==> src/rtl/vm_change_dispenser.sv <==
// Change dispenser: greedy 50/10 coin ejection with a per-coin handshake on coin_ack.
// Latency: first coin pulse 2 cycles after the request; done 2 cycles after the last ack (2 cycles after the request for value < 10).
// Backpressure: a request is accepted only in IDLE. Each coin waits for coin_ack; optional timeout via macro VMCD_ACK_TIMEOUT_EN.
module vm_change_dispenser #(
    parameter int ACK_TO = 15
) (
    input  logic       clk,
    input  logic       rst,
    input  logic       change_return,
    input  logic [7:0] value,
    input  logic       coin_ack,
    output logic       coin_50,
    output logic       coin_10,
    output logic       busy,
    output logic       done,
    output logic       err,
    output logic [7:0] remaining,
    output logic       fault
);

    typedef enum logic [2:0] {
        S_IDLE,
        S_DISPENSE,
        S_WAIT,
        S_DONE,
        S_FAULT
    } state_t;

    state_t state;
    logic   residue;   // request had a remainder that cannot be paid out
    logic   is_50;     // denomination of the coin currently awaiting ack
    logic   pulse_now; // first WAIT cycle: the coin pulse itself is on the output

    assign pulse_now = coin_50 | coin_10;

    // An ACK_TO of zero would make the timeout fire before any ack could arrive
    if (ACK_TO < 1) begin : g_ack_to_check
        $error("ACK_TO must be at least 1");
    end

`ifdef VMCD_ACK_TIMEOUT_EN
    localparam int CW = $clog2(ACK_TO + 1);
    logic [CW-1:0] to_cnt;
`else
    assign fault = 1'b0;
`endif

    // Main controller: all outputs are registered and pulses self-clear each cycle
    always_ff @(posedge clk) begin
        if (!rst) begin
            state     <= S_IDLE;
            remaining <= 8'd0;
            coin_50   <= 1'b0;
            coin_10   <= 1'b0;
            busy      <= 1'b0;
            done      <= 1'b0;
            err       <= 1'b0;
            residue   <= 1'b0;
            is_50     <= 1'b0;
`ifdef VMCD_ACK_TIMEOUT_EN
            fault     <= 1'b0;
            to_cnt    <= '0;
`endif
        end else begin
            coin_50 <= 1'b0;
            coin_10 <= 1'b0;
            done    <= 1'b0;
            err     <= 1'b0;
            case (state)
                S_IDLE: begin
                    if (change_return) begin
                        remaining <= value - (value % 8'd10);
                        residue   <= (value % 8'd10) != 8'd0;
                        busy      <= 1'b1;
                        state     <= S_DISPENSE;
                    end
                end
                S_DISPENSE: begin
`ifdef VMCD_ACK_TIMEOUT_EN
                    to_cnt <= '0;
`endif
                    if (remaining >= 8'd50) begin
                        coin_50 <= 1'b1;
                        is_50   <= 1'b1;
                        state   <= S_WAIT;
                    end else if (remaining >= 8'd10) begin
                        coin_10 <= 1'b1;
                        is_50   <= 1'b0;
                        state   <= S_WAIT;
                    end else begin
                        done  <= 1'b1;
                        err   <= residue;
                        state <= S_DONE;
                    end
                end
                S_WAIT: begin
                    // An ack in the same cycle as the pulse cannot refer to this coin
                    if (coin_ack && !pulse_now) begin
                        remaining <= remaining - (is_50 ? 8'd50 : 8'd10);
                        state     <= S_DISPENSE;
                    end
`ifdef VMCD_ACK_TIMEOUT_EN
                    else if (!pulse_now) begin
                        if (to_cnt == CW'(ACK_TO - 1)) begin
                            fault <= 1'b1;
                            busy  <= 1'b0;
                            state <= S_FAULT;
                        end else begin
                            to_cnt <= to_cnt + 1'b1;
                        end
                    end
`endif
                end
                S_DONE: begin
                    busy  <= 1'b0;
                    state <= S_IDLE;
                end
                S_FAULT: begin
                    state <= S_FAULT;
                end
                default: begin
                    state <= S_IDLE;
                end
            endcase
        end
    end

endmodule

==> config.mk <==
export PLATFORM = sky130hd
export DESIGN_NAME = vm_change_dispenser
export DESIGN_NICKNAME = d
export VERILOG_FILES = /design/src/rtl/vm_change_dispenser.sv
export SDC_FILE = /design/constraint.sdc
export NUM_CORES = 1
export LEC_CHECK = 0
export ABC_AREA = 1
export CAP_MARGIN = 15
export CORE_ASPECT_RATIO = 1.5
export CORE_MARGIN = 2
export CORE_UTILIZATION = 57
export CTS_CLUSTER_DIAMETER = 50
export DETAILED_ROUTE_END_ITERATION = 6
export GPL_TIMING_DRIVEN = 0
export PLACE_DENSITY = 0.85
export RECOVER_POWER = 25
export SKIP_LAST_GASP = 1
export SLEW_MARGIN = 0
export SYNTH_ARGS = -nofsm -noshare
export SYNTH_HDL_FRONTEND = slang
export SYNTH_SLANG_ARGS = --single-unit
==> constraint.sdc <==
create_clock -name clk -period 6.4 [get_ports clk]
set_input_delay 1.28 -clock clk [delete_from_list [all_inputs] [get_ports clk]]
set_output_delay 1.28 -clock clk [all_outputs]
set_load 0.01 [all_outputs]
# After elaboration in Yosys (flattened, before gate mapping)
# Index checks and enable logic that the tools add are counted.
# word_totals
register_bits	18
input_bits	12
output_inout_bits	14
# classes
n_addsub	2
n_div	1
magnitude_cmp	2
n_eq_ne	6
mux	16
bitwise	3
reduce_logical	15
# op_table
op	n
8-bit 2-to-1 mux	2
8-bit one-hot mux with 2 select lines	1
3-bit one-hot mux with 4 select lines	1
2-bit AND reduction	5
8-bit by 4-bit >= comparator with 1-bit output, second input constant	1
8-bit by 6-bit >= comparator with 1-bit output, second input constant	1
8-bit by 4-bit modulo with 8-bit output, second input constant	1
1-bit 2-to-1 mux	8
8-bit nonzero test	1
8-bit by 6-bit subtractor with 8-bit output	1
8-bit subtractor	1
3-bit by 2-bit == test with 1-bit output, second input constant	2
3-bit 2-to-1 mux	2
6-bit 2-to-1 mux	1
2-bit nonzero test	3
2-bit != test, second input constant	2
4-bit OR reduction	1
3-bit by 1-bit == test with 1-bit output, second input constant	1
3-bit == test, second input constant	1
3-bit zero test	1
3-bit AND reduction	1
3-bit OR reduction	1
1-bit inverter	2
1-bit one-hot mux with 2 select lines	1
other kinds (3)	3

# Logic depth before layout (Yosys ltp)
# Gate-level depths: netlist (run 1).
# depth
depth_word	5
mapped_depth	30
depth_no_buf	30

# Least setup slack after synthesis (run 1)
# Ideal clock, no wire load.
# synth_timing
path_type	input -> register
startpoint	input value[7]
endpoint	register remaining[5]
setup_ns	0.122
t_arrival_ns	3.970
t_required_ns	6.278
path_slack_ns	2.308
cell_stages	27
n_path_buf	0
cell_sequence	a21oi_1 o21bai_2 nand2_2 nand3_1 nand2_2 nand2_2 nand2_4 nand2_2 nand2_2 nand3_2 nand2_4 nand3_1 nand2_2 nor2_4 o21ai_1 nand2_1 xnor2_1 inv_1 ha_1 inv_1 or2_2 nand2_1 nand2_1 nand2_2 a21oi_2 o21ai_1 a21oi_2
# synth_between
elab_chain_len	4
# synth_rtl
element	line	source
start, declared	10	input logic [7:0] value,
8-bit by 4-bit modulo with 8-bit output	72	remaining <= value - (value % 8'd10);
8-bit subtractor	72	
8-bit 2-to-1 mux	71	if (change_return) begin
8-bit one-hot mux with 2 select lines	69	case (state)
end signal, assigned	72	
end signal, assigned	99	remaining <= remaining - (is_50 ? 8'd50 : 8'd10);
end, declared	17	output logic [7:0] remaining,
# Every way passes these cells. The select of a mux whose other input is x is not followed.
# A chain may end at the register's enable or synchronous reset.

# Final worst setup path (run 1)
# layout_timing
startpoint	input value[7]
endpoint	register remaining[6]
# Same word-level chain as after synthesis.

==> flow_summary_export.csv, run 1 <==
group,metric,value,unit
timing,period_needed,4.76,ns
timing,fin_tns_setup,0,ns
min_path,hp-class,"reg -> reg",
placement,pre_cts_ws,1.30,ns
yosys,synth_largest_area_cell,"dfxtp_1",
yosys,synth_ff_type,"dfxtp_1",
finish,syn_to_final_growth,18.5,%
pwr,leakage,0.000924,uW
floorplan,rows,22,
global_route,grt-ovfl-total,0,
floorplan,io-pin-count,26,
timing,min_period_over_period,0.744,
floorplan,fp.dieW,46.1,um
setup_path,crit_type,"in -> reg",
yosys,synth_cells,238,
route,wl_met3,55,um
clocking,hold_buffers,0,
yosys,synth.yosys.seq_area_share,0.224,
clocking,clkSlewWorstSetupHoldPaths,0.10,ns
setup_path,startpoint_type,"input pin",
clocking,cts_buffer_depth,2,
yosys,syn_area_per_cell,6.38,sq um
timing,drv_slew,0,
global_route,grt_max_degree,11,
finish,final_core_util,0.726,
timing,rsz0062_at_grt,"no",
clocking,cts_tree,"done",
clocking,clock_latency,0.30,ns
pwr,ir_worst_vdd,0.148,mV
route,routed.top_layer,"met4",
setup_path,crit_slowest_cell,"clkdlybuf4s50_1",
yosys,yosys_warnings,0,
yosys,ys_types,36,
clocking,cts.root.buffer_cell,"clkbuf_4",
route,drt_pass1_iterations,4,
timing,setup_viol,0,
route,drc,0,
yosys,synth_area_leaders,"dfxtp_1 (22%), nand2_1 (10%), inv_1 (9.9%), ha_1 (7.4%), nand3_1 (5.9%)",
floorplan,start_util,0.613,
floorplan,chipHeight,67.2,um
clocking,cts_setup_buffers,0,
run,drv_cap,0,
floorplan,die-area,3100,sq um
yosys,synth.most_common_cell,"nand2_1",
global_route,grt_pass1_wl,5520,um
clocking,numCtsBuffers,3,
yosys,synth_commonest_cells,"nand2_1 (41), inv_1 (40), nor2_1 (20), nand3_1 (18), dfxtp_1 (17)",
setup_path,critPathMaxFanout,5,
timing,fmax,210,MHz
global_route,antenna_found_initial,0,
route,via_per_inst,5.33,
run_status,status,"finished clean",
global_route,first_global_vias,1432,
pwr,power_density,286,nW/um^2
setup_path,cp-end-kind,"flop",
route,ant_nets,0,
finish,fin_nets,287,
yosys,synthArstFlopShare,0,
route,post_drt_wl_per_cell,10.7,um
yosys,yosys_register_bits,17,
clocking,clkSinkCount,17,
finish,n_antenna_cell,0,
clocking,htree_levels,1,
route,drt_wl_total,3100,um
yosys,synth.cell_area,1520,sq um
floorplan,core_area,2480,sq um
route,dr_total_vias,1539,
setup_path,crit_arrival,4.96,ns
clocking,ctsResizeCount,0,
setup_path,max_stage_delay,0.55,ns
setup_path,cp.required,6.59,ns
timing,final_hold_viol_count,0,
setup_path,cp_common_cell,"nand2_2",
finish,drive_gt1_frac,0.143,
route,routed-wl-met2,1710,um
placement,portBuffers,22,
yosys,synth_edf_count,0,
timing,finClkSkew,0.00382,ns
timing,fin_ws,1.64,ns
yosys,yosysTopAreaCellShare,0.224,
route,drt_iter0_markers,34,
placement,dp_hpwl,2590,um
global_route,track_usage,0.236,
route,wl_met1,1260,um
placement,globalplace.congestion,0.857,
layer usage:
metal  GRT usage  up-vias
li1            -      821
met1       0.242      684
met2       0.455       29
met3      0.0160        5
met4       0.107        0
met5           0        -
stage by stage:
| stage | std cells | cell area (sq um) | power, uW | hold WS [ns] |
|---|---|---|---|---|
| 2_1_floorplan | 239 | 1520 | 372 | 0.454 |
| 3_3_place_gp | 285 | 1770 | 451 | 0.470 |
| 3_5_place_dp | 285 | 1770 | 459 | 0.467 |
| 4_1_cts | 289 | 1800 | 517 | 0.482 |
| 5_1_grt | 289 | 1800 | 571 | 0.521 |
| 6_report | 289 | 1800 | 514 | 0.478 |
worst max-delay path: cells and delay by family:
kind,cells,cell delay (ns)
compound gates,3,0.47
fa+ha+maj,1,0.30
simple gates,19,1.88
xor+xnor,1,0.19
buf+inv,5,0.84
layout make-up:
type	count	area [sq um]
tap	24	30.0
timing repair buffer	22	220
clock buffer	3	22.5
multi-input combinational	174	990
clock inverter	1	5.00
inverter	44	165
sequential	17	340
buffer	4	26.3
fill	224	678
sequential cells by signal, summed over array words and instances (netlist names):
| register | cells |
|---|---|
| coin_10 | 1 |
| busy | 1 |
| coin_50 | 1 |
| done | 1 |
| residue | 1 |
| remaining | 7 |
| err | 1 |
| is_50 | 1 |
| state | 3 |
layout by cell type, fill, tap and decap left out, drive strengths merged:
master          n
nand4           3
nor3            4
o211ai          1
nor2           21
buf             3
a311oi          1
a211oi          1
or2             4
nand3b          1
dlygate4sd3     1
xnor2           3
clkdlybuf4s50  21
o21bai          2
a21oi          20
nand3          21
clkinv          1
conb            3
o31ai           2
clkbuf          4
ha              9
nand2          53
a31oi           4
nor3b           2
inv            44
nor4            1
dfxtp          17
o21ai          16
a31o            1
xor2            1
final timing paths:
kind	cells past startpoint	end	startpoint	slack, ns
max reg2reg	10	remaining[5]	state[2]	4.38
max	29	remaining[6]	value[7]	1.64
min	2	busy	busy	0.48
min reg2reg	2	busy	busy	0.48
cells by family after synthesis:
logic type               share of synthesized area
XOR/XNOR                                    0.0231
adder cells (fa/ha/maj)                     0.0742
AND/OR/NAND/NOR                              0.356
buffers and inverters                        0.126
other                                      0.00495
AO/OA/AOI/OAI                                0.191
flip-flops                                   0.224
where the power goes:
group	total, uW	switching, uW	internal [uW]	leakage [uW]
Combinational	308	178	130	0.000766
Clock	59.5	36.2	23.3	0.0000177
Sequential	147	19.1	128	0.000140
Note: power is estimated with default switching activity, not from simulation.
==> run 2, diff against run 1 <==
CORE_UTILIZATION = 48   (was 57)
PLACE_DENSITY = 0.76   (was 0.85)
clock period = 4.3 ns   (was 6.4 ns; I/O delays follow)
==> run 2 against run 1 <==
  * Setup slack worse by 1.2 ns
  * Sequential share of layout area down 0.66 points
  * Register-to-register slack worse by 2.1 ns
  * First-iteration DRC count down 32%
  * Wire length up 0.16%
  * Critical path depth unchanged
  * Combinational power up 51%
  * Core utilization down 12 points
  * Final cell count up 5.5%
  * Critical endpoint is now remaining[5]
  * Largest cell class unchanged
==> flow_summary_export.csv, run 2 (synthesis gave the netlist of run 1 again) <==
group,metric,value,unit
finish,largest_register_ffs,7,
timing,setup_viol,0,
timing,drv_slew,0,
setup_path,startpoint,"value[7]",
finish,syn_to_final_growth,22.8,%
setup_path,worstReg2RegEnd,"remaining[5]",
setup_path,critPathTopFamily,"simple AND/OR/NAND/NOR gates",
run,drv_cap,0,
floorplan,fp.dieW,49.9,um
pwr,leakage,0.000965,uW
floorplan,die-area,3640,sq um
setup_path,crit_type,"in -> reg",
floorplan,chipHeight,72.9,um
floorplan,io-pin-count,26,
clocking,htree_levels,1,
route,drt_iter0_markers,23,
global_route,grt_max_degree,11,
min_path,hold_depth,2,
finish,n_antenna_cell,0,
global_route,antenna_found_initial,0,
clocking,clock_latency,0.25,ns
timing,finClkSkew,0.00150,ns
clocking,clkSinkCount,17,
setup_path,cp-end-kind,"flop",
route,via_per_inst,5.17,
finish,top_regs,"remaining x7, state x3",
timing,final_hold_viol_count,0,
min_path,hp-class,"reg -> reg",
route,ant_nets,0,
placement,globalplace.congestion,0.811,
clocking,cts_buffer_depth,2,
setup_path,cp.depth,29,
setup_path,r2r_start,"state[2]",
clocking,cts_setup_buffers,0,
route,drt_pass1_iterations,4,
min_path,hp-start,"busy",
finish,final_area,1860,sq um
placement,placement.cell_area,1790,sq um
setup_path,startpoint_type,"input pin",
route,drc,0,
clocking,numCtsBuffers,3,
placement,portBuffers,22,
route,dr_total_vias,1577,
min_path,min_to,"busy",
setup_path,crit_arrival,4.00,ns
setup_path,cp_common_cell,"nand2_2",
timing,rsz0062_at_grt,"no",
timing,min_period_over_period,0.897,
placement,dp_hpwl,2480,um
finish,top_register,"remaining",
route,drt_wl_total,3100,um
global_route,grt-ovfl-total,0,
setup_path,crit_slowest_cell,"or2_2",
route,post_drt_wl_per_cell,10.2,um
run_status,status,"finished clean",
finish,final_common_cell,"nand2_1",
finish,drive_gt1_frac,0.162,
global_route,track_usage,0.187,
setup_path,cp.required,4.44,ns
finish,ff_latch_area,340,sq um
pwr,power_density,432,nW/um^2
pwr,ir_worst_vdd,0.181,mV
setup_path,critPathMaxFanout,5,
floorplan,core_area,3100,sq um
finish,multiInputGateArea,1010,sq um
timing,fin_hold_ws,0.479,ns
timing,fin_ws,0.443,ns
finish,fin_nets,287,
finish,fill_cells,303,
clocking,hold_buffers,0,
setup_path,r2r_setup_slack,2.27,ns
clocking,cts.root.buffer_cell,"clkbuf_8",
placement,pre_cts_ws,-0.307,ns
finish,final_core_util,0.602,
clocking,cts_tree,"done",
timing,fmax,259,MHz
floorplan,rows,25,
floorplan,start_util,0.490,
setup_path,max_stage_delay,0.30,ns
timing,period_needed,3.86,ns
global_route,grt_pass1_wl,5490,um
global_route,first_global_vias,1441,
setup_path,path_buf_inv,5,
finish,most-common-layout-cells,"nand2_1 (41), inv_1 (40), nor2_1 (20)",
setup_path,r2r_cells,10,
clocking,clkSlewWorstSetupHoldPaths,0.07,ns
==> run 2: cell types whose count changed in the layout (fill, tap and decap cells not counted), sizes merged <==
cell           change
dlygate4sd3        -1
clkdlybuf4s50      -3
dlymetal6s2s       +3
clkbuf             +1
==> run 2: final cells by class <==
type | instances | area share
clock inverters | 1 | 0.00268
inverters | 44 | 0.0886
repair buffers | 22 | 0.119
well taps | 40 | 0.0268
plain buffers | 4 | 0.0141
flip-flops and latches | 17 | 0.183
clock buffers | 3 | 0.0221
multi-input cells | 174 | 0.544
==> run 2: how the worst max path moves through the flow <==
| stage | end |
|---|---|
| global route | remaining[6] |
| global placement | remaining[6] |
| detailed placement | remaining[5] |
| finish | remaining[5] |
| floorplan | remaining[5] |
| CTS | remaining[5] |
==> run 2: worst reg2reg max path, stage by stage (launching register included) <==
cell and delay, ns:
dfxtp_1 0.34, nor2_1 0.19, inv_1 0.06, nor2_1 0.31, inv_1 0.11, a21oi_1 0.18, a31oi_1 0.06, nand2_1 0.19
inv_1 0.19, o21ai_0 0.23, a21oi_2 0.05
==> run 2: routing by layer <==
metal,share of wire,vias up,track usage
li1,-,825,-
met1,0.43,724,0.202
met2,0.54,23,0.366
met3,0.018,5,0.00615
met4,0.019,0,0.0864
met5,0,-,0
==> run 2: metrics by stage <==
stage	TNS [ns]	total power, uW	instances
after global routing	0	888	305
after detailed placement	-1.39	681	301
final	0	805	305
after global placement	-1.21	674	301
after CTS	0	806	305
after floorplan	0	554	239
==> run 2: timing repair <==
| action | 4_1_cts | 5_1_grt |
|---|---|---|
| resized for setup | 2 | 9 |
| hold endpoints to repair | 0 | 0 |
| setup endpoints to repair | 2 | 6 |
==> run 2: power by group <==
| part | leakage, uW | switching [uW] | internal (uW) |
|---|---|---|---|
| combinational | 0.000800 | 269 | 195 |
| clock | 0.0000255 | 55.6 | 64.3 |
| sequential | 0.000140 | 30.5 | 190 |
| total | 0.000965 | 355 | 450 |
